`src/rtl/shift_exec_pipe.sv`:
```
// Two-stage pipelined shift unit: SLL/SRL/SRA/ROR with a tag.
// S1 latches operands; S2 latches the shifted result.
module shift_exec_pipe #(
  parameter int TAG_W = 5
) (
  input  logic             clk,
  input  logic             rst,
  input  logic             flush,
  input  logic             in_valid,
  output logic             in_ready,
  input  logic [1:0]       in_op,
  input  logic [31:0]      in_x,
  input  logic [31:0]      in_n,
  input  logic [TAG_W-1:0] in_tag,
  output logic             out_valid,
  input  logic             out_ready,
  output logic [31:0]      out_result,
  output logic             out_zero,
  output logic [TAG_W-1:0] out_tag
);

  typedef enum logic [1:0] {
    OP_SLL = 2'b00,
    OP_SRL = 2'b01,
    OP_SRA = 2'b10,
    OP_ROR = 2'b11
  } op_e;

  typedef struct packed {
    op_e              op;
    logic [31:0]      x;
    logic [4:0]       s;
    logic             sat;
    logic [TAG_W-1:0] tag;
  } s1_t;

  logic             s1_valid_q, s1_valid_d;
  s1_t              s1_q, s1_d;
  logic             s2_valid_q, s2_valid_d;
  logic [31:0]      res_q, res_d;
  logic             zero_q, zero_d;
  logic [TAG_W-1:0] tag_q, tag_d;

  logic        s2_free;
  logic        s1_adv;
  logic        accept;
  logic [31:0] calc;
  logic [63:0] rot;

  assign s2_free  = !s2_valid_q || out_ready;
  assign s1_adv   = s1_valid_q && s2_free;
  assign in_ready = !rst && !flush && (!s1_valid_q || s1_adv);
  assign accept   = in_valid && in_ready;

  // Rotate via a doubled word so s=0 naturally yields x.
  always_comb begin
    calc = s1_q.x;
    rot  = {s1_q.x, s1_q.x} >> s1_q.s;
    unique case (1'b1)
      (s1_q.op == OP_SLL): begin
        calc = s1_q.sat ? 32'h0 : (s1_q.x << s1_q.s);
      end
      (s1_q.op == OP_SRL): begin
        calc = s1_q.sat ? 32'h0 : (s1_q.x >> s1_q.s);
      end
      (s1_q.op == OP_SRA): begin
        if (s1_q.sat)
          calc = {32{s1_q.x[31]}};
        else
          calc = 32'($signed(s1_q.x) >>> s1_q.s);
      end
      (s1_q.op == OP_ROR): begin
        calc = rot[31:0];
      end
      default: calc = s1_q.x;
    endcase
  end

  always_comb begin
    s1_valid_d = s1_valid_q;
    s1_d       = s1_q;
    if (flush)
      s1_valid_d = 1'b0;
    else if (accept) begin
      s1_valid_d = 1'b1;
      s1_d.op    = op_e'(in_op);
      s1_d.x     = in_x;
      s1_d.s     = in_n[4:0];
      s1_d.sat   = (in_n[31:5] != 27'h0);
      s1_d.tag   = in_tag;
    end else if (s1_adv)
      s1_valid_d = 1'b0;
  end

  // Result and tag hold their last value once consumed.
  always_comb begin
    s2_valid_d = s2_valid_q;
    res_d      = res_q;
    zero_d     = zero_q;
    tag_d      = tag_q;
    if (flush)
      s2_valid_d = 1'b0;
    else if (s1_adv) begin
      s2_valid_d = 1'b1;
      res_d      = calc;
      zero_d     = (calc == 32'h0);
      tag_d      = s1_q.tag;
    end else if (out_ready)
      s2_valid_d = 1'b0;
  end

  always_ff @(posedge clk or posedge rst) begin
    if (rst) begin
      s1_valid_q <= 1'b0;
      s1_q       <= '0;
      s2_valid_q <= 1'b0;
      res_q      <= 32'h0;
      zero_q     <= 1'b1;
      tag_q      <= '0;
    end else begin
      s1_valid_q <= s1_valid_d;
      s1_q       <= s1_d;
      s2_valid_q <= s2_valid_d;
      res_q      <= res_d;
      zero_q     <= zero_d;
      tag_q      <= tag_d;
    end
  end

  assign out_valid  = s2_valid_q;
  assign out_result = res_q;
  assign out_zero   = zero_q;
  assign out_tag    = tag_q;

endmodule
```
`config.mk`:
```
export PLATFORM = sky130hd
export DESIGN_NAME = shift_exec_pipe
export DESIGN_NICKNAME = d
export VERILOG_FILES = /design/src/rtl/shift_exec_pipe.sv
export SDC_FILE = /design/constraint.sdc
export NUM_CORES = 1
export LEC_CHECK = 0
export ABC_AREA = 1
export BUFFER_PORTS_ARGS = -buffer_cell sky130_fd_sc_hd__buf_4
export CAP_MARGIN = 25
export CORE_ASPECT_RATIO = 0.5
export CORE_MARGIN = 2
export CORE_UTILIZATION = 30
export CTS_CLUSTER_DIAMETER = 60
export DETAILED_ROUTE_END_ITERATION = 16
export PLACE_DENSITY_LB_ADDON = 0.1
export REMOVE_ABC_BUFFERS = 1
export SLEW_MARGIN = 25
export SYNTH_ARGS = -nofsm -noshare
export SYNTH_HDL_FRONTEND = slang
export SYNTH_SLANG_ARGS = --single-unit
```
`constraint.sdc`:
```
create_clock -name clk -period 2.1 [get_ports clk]
set_input_delay 0.105 -clock clk [delete_from_list [all_inputs] [get_ports clk]]
set_output_delay 0.105 -clock clk [all_outputs]
set_load 0.02 [all_outputs]
```
==> impl_metrics.ini <==
[run_status]
status = finished, violations left
violations = negative setup slack

[place]
placedCellCount = 1948
dpl-instance-area_um2 = 10800
portBuffers = 115
hpwlAfterDp_um = 33200
gp_congestion = 1.02

[timing]
clock_skew_ns = 0.0104
fin_hold_ws_ns = 0.0315
setup_violations = 30
fin_crit_sh = 1.16
fin_ws_ns = -0.330
rsz0062_at_grt = true
relSlewSlack = 0.583
hold_viol_final = 0
timing.setup.tns_ns = -2.31
final_max_slew_viol_count = 0
worst_slew_pin_slew_ns = 0.625
fmax_ghz = 0.411
period_needed_ns = 2.43

[hold_path]
hp-class = primary input to flop
hold_start = out_ready
min_delay_path_depth = 4
hold-path-endpoint = out_valid$_DFFE_PP0P_

[clock_tree]
cts_buffer_depth = 2
htree_num_levels = 3
cts-root-buf = clkbuf_16
cts_buffers = 9
cts.sinks = 85
clock_latency_ns = 0.38
clk_pin_slew_ns = 0.07
cts_tree = built

[setup_path]
r2r-start = s1_q[6]$_DFFE_PP0P_
critPathRequiredTime_ns = 2.42
worstSetupPathType = flop to flop
critPathCaptureType = flop
cp.arrival_ns = 2.75
r2r_slack_ns = -0.33
startpoint_type = flop
reg2reg_depth = 20
cp_max_fo = 10
worstReg2RegEnd = out_zero$_DFFE_PP1P_

[finish]
most-common-layout-cells = 483 x nand2_1, 308 x nand3_1, 290 x buf_4, 79 x dfrtp_1, 62 x nand3_2
final_common_cell = nand2_1
instances_no_fill = 2012
diodes = 0
syn_to_final_growth_pct = 48.1
nets = 1731
final_area_um2 = 12000
drive_above_1_share = 0.314

[grt]
grt_pass1_wl_um = 63400
grt_pass1_vias = 10075
grt_use_total = 0.299
globalRouteOverflowTotal = 0
grt_max_degree = 86
antenna_found_initial = 0

[die]
die_y_um = 120
initial_core_util = 0.306
core_um2 = 26500
die_w_um = 237
num_rows = 42
dieArea_um2 = 28500
design.portCount = 116

[logic_synthesis]
ys_seq_area_frac = 0.262
syn_area_um2 = 8120
ys_types = 31
yosysWarnings = 0
synth_area_per_cell_um2 = 5.92
synth_seq_cells = 85
syn-instance-count = 1371

[detailed_routing]
drt-total-wl_um = 42100
drt_iter0_markers = 1434
routed-via-count = 10839
remaining_drc_errors = 0
post_drt_wl_per_cell_um = 20.9
ant_nets = 0
drt-pass1-iter-count = 5
viasPerCell = 5.39

[pwr]
ir_worst_vdd_mv = 0.432
leakagePower_nw = 6.07
p_per_area_nw_per_um2 = 960

[run]
drv_cap = 0
==> state kept, by name (all words and copies together), names as in the netlist <==
| name | flops |
|---|---|
| out_zero | 1 |
| out_valid | 1 |
| s1_q | 45 |
| out_result | 32 |
| s1_valid_q | 1 |
| out_tag | 5 |
==> critical path, stage by stage (launching register included) <==
cell     delay (ns)
dfrtp_2        0.44
inv_6          0.08
buf_4          0.16
nand2_1        0.12
nand3_1        0.12
nand3_1        0.12
nand2_1        0.09
nand2_1        0.13
nand3_1        0.12
nand2_1        0.08
buf_4          0.11
nand2_1        0.05
nand2_1        0.07
nand2_1        0.07
inv_1          0.12
nand2_1        0.07
nor2_1         0.10
nand2_1        0.07
nor2_1         0.10
nand3_1        0.09
nand2_1        0.07
==> kinds of logic after synthesis <==
| logic type | share of synthesized area |
|---|---|
| AOI/OAI and AO/OA | 0.0706 |
| buffers and inverters | 0.0744 |
| DFF | 0.262 |
| muxes | 0.0498 |
| and+or+nand+nor | 0.543 |
==> area by class of cell <==
type	count	area (um^2)
Sequential cell	85	2130
Inverter	48	189
Timing Repair Buffer	361	3100
Tap cell	352	440
Clock inverter	7	57.6
Multi-Input combinational cell	1150	5880
Clock buffer	9	225
Fill cell	2826	14500
==> worst max path at each step <==
stage,from,endpoint,depth (start not counted)
after floorplan,s1_q[8]$_DFFE_PP0P_,out_zero$_DFFE_PP1P_,16
after detailed placement,s1_q[6]$_DFFE_PP0P_,out_zero$_DFFE_PP1P_,14
after CTS,s1_q[6]$_DFFE_PP0P_,out_zero$_DFFE_PP1P_,19
after global routing,s1_q[6]$_DFFE_PP0P_,out_zero$_DFFE_PP1P_,16
final,s1_q[6]$_DFFE_PP0P_,out_zero$_DFFE_PP1P_,20
after global placement,s1_q[43]$_DFFE_PP0P_,out_zero$_DFFE_PP1P_,15
==> cell usage after synthesis (all sizes together) <==
cell type  instances  area [um^2]
a21boi             1         7.51
a21oi             50          250
a31oi              7         43.8
and2               3         18.8
and3               3         18.8
buf               62          324
clkbuf            26         97.6
clkinv             2         7.51
dfrtp             84         2100
dfstp              1         26.3
inv               46          175
mux2              35          394
mux2i              1         10.0
nand2            529         2020
nand3            374         1950
nand4              9         56.3
nor2              75          289
nor3               4         20.0
nor4               6         37.5
o2111ai            1         8.76
o211ai             1         7.51
o21ai             51          255
==> routing by layer <==
layer	part of all wire	global-route usage
met2	0.40	0.405
met1	0.49	0.446
met4	0.014	0.0629
met5	0	0
met3	0.10	0.106
==> power breakdown <==
part / internal, mW / total (mW) / switching, mW / leakage [nW]
clock network: 0.818 / 1.60 / 0.786 / 0.134
logic: 2.90 / 7.59 / 4.69 / 4.92
registers: 2.03 / 2.35 / 0.316 / 1.02
==> stage by stage <==
| stage | total power [mW] | setup slack (ns) | util |
|---|---|---|---|
| 2_1_floorplan | 5.83 | -1.75 | - |
| 3_3_place_gp | 9.33 | -0.436 | 0.406 |
| 4_1_cts | 11.2 | -0.221 | 0.445 |
| 6_report | 11.5 | -0.330 | 0.453 |
| 3_5_place_dp | 9.31 | -0.369 | 0.406 |
| 5_1_grt | 12.3 | -0.440 | 0.453 |
==> repair_timing <==
item                                    CTS  global route
setup buffers                             1             0
gates resized for setup                  81            58
pin swaps                                 3             2
hold buffers                             46             0
hold endpoints to repair                130             0
endpoints found under the setup margin   31            33
cloned                                    1             0
Note: power is estimated with default switching activity, not from simulation.
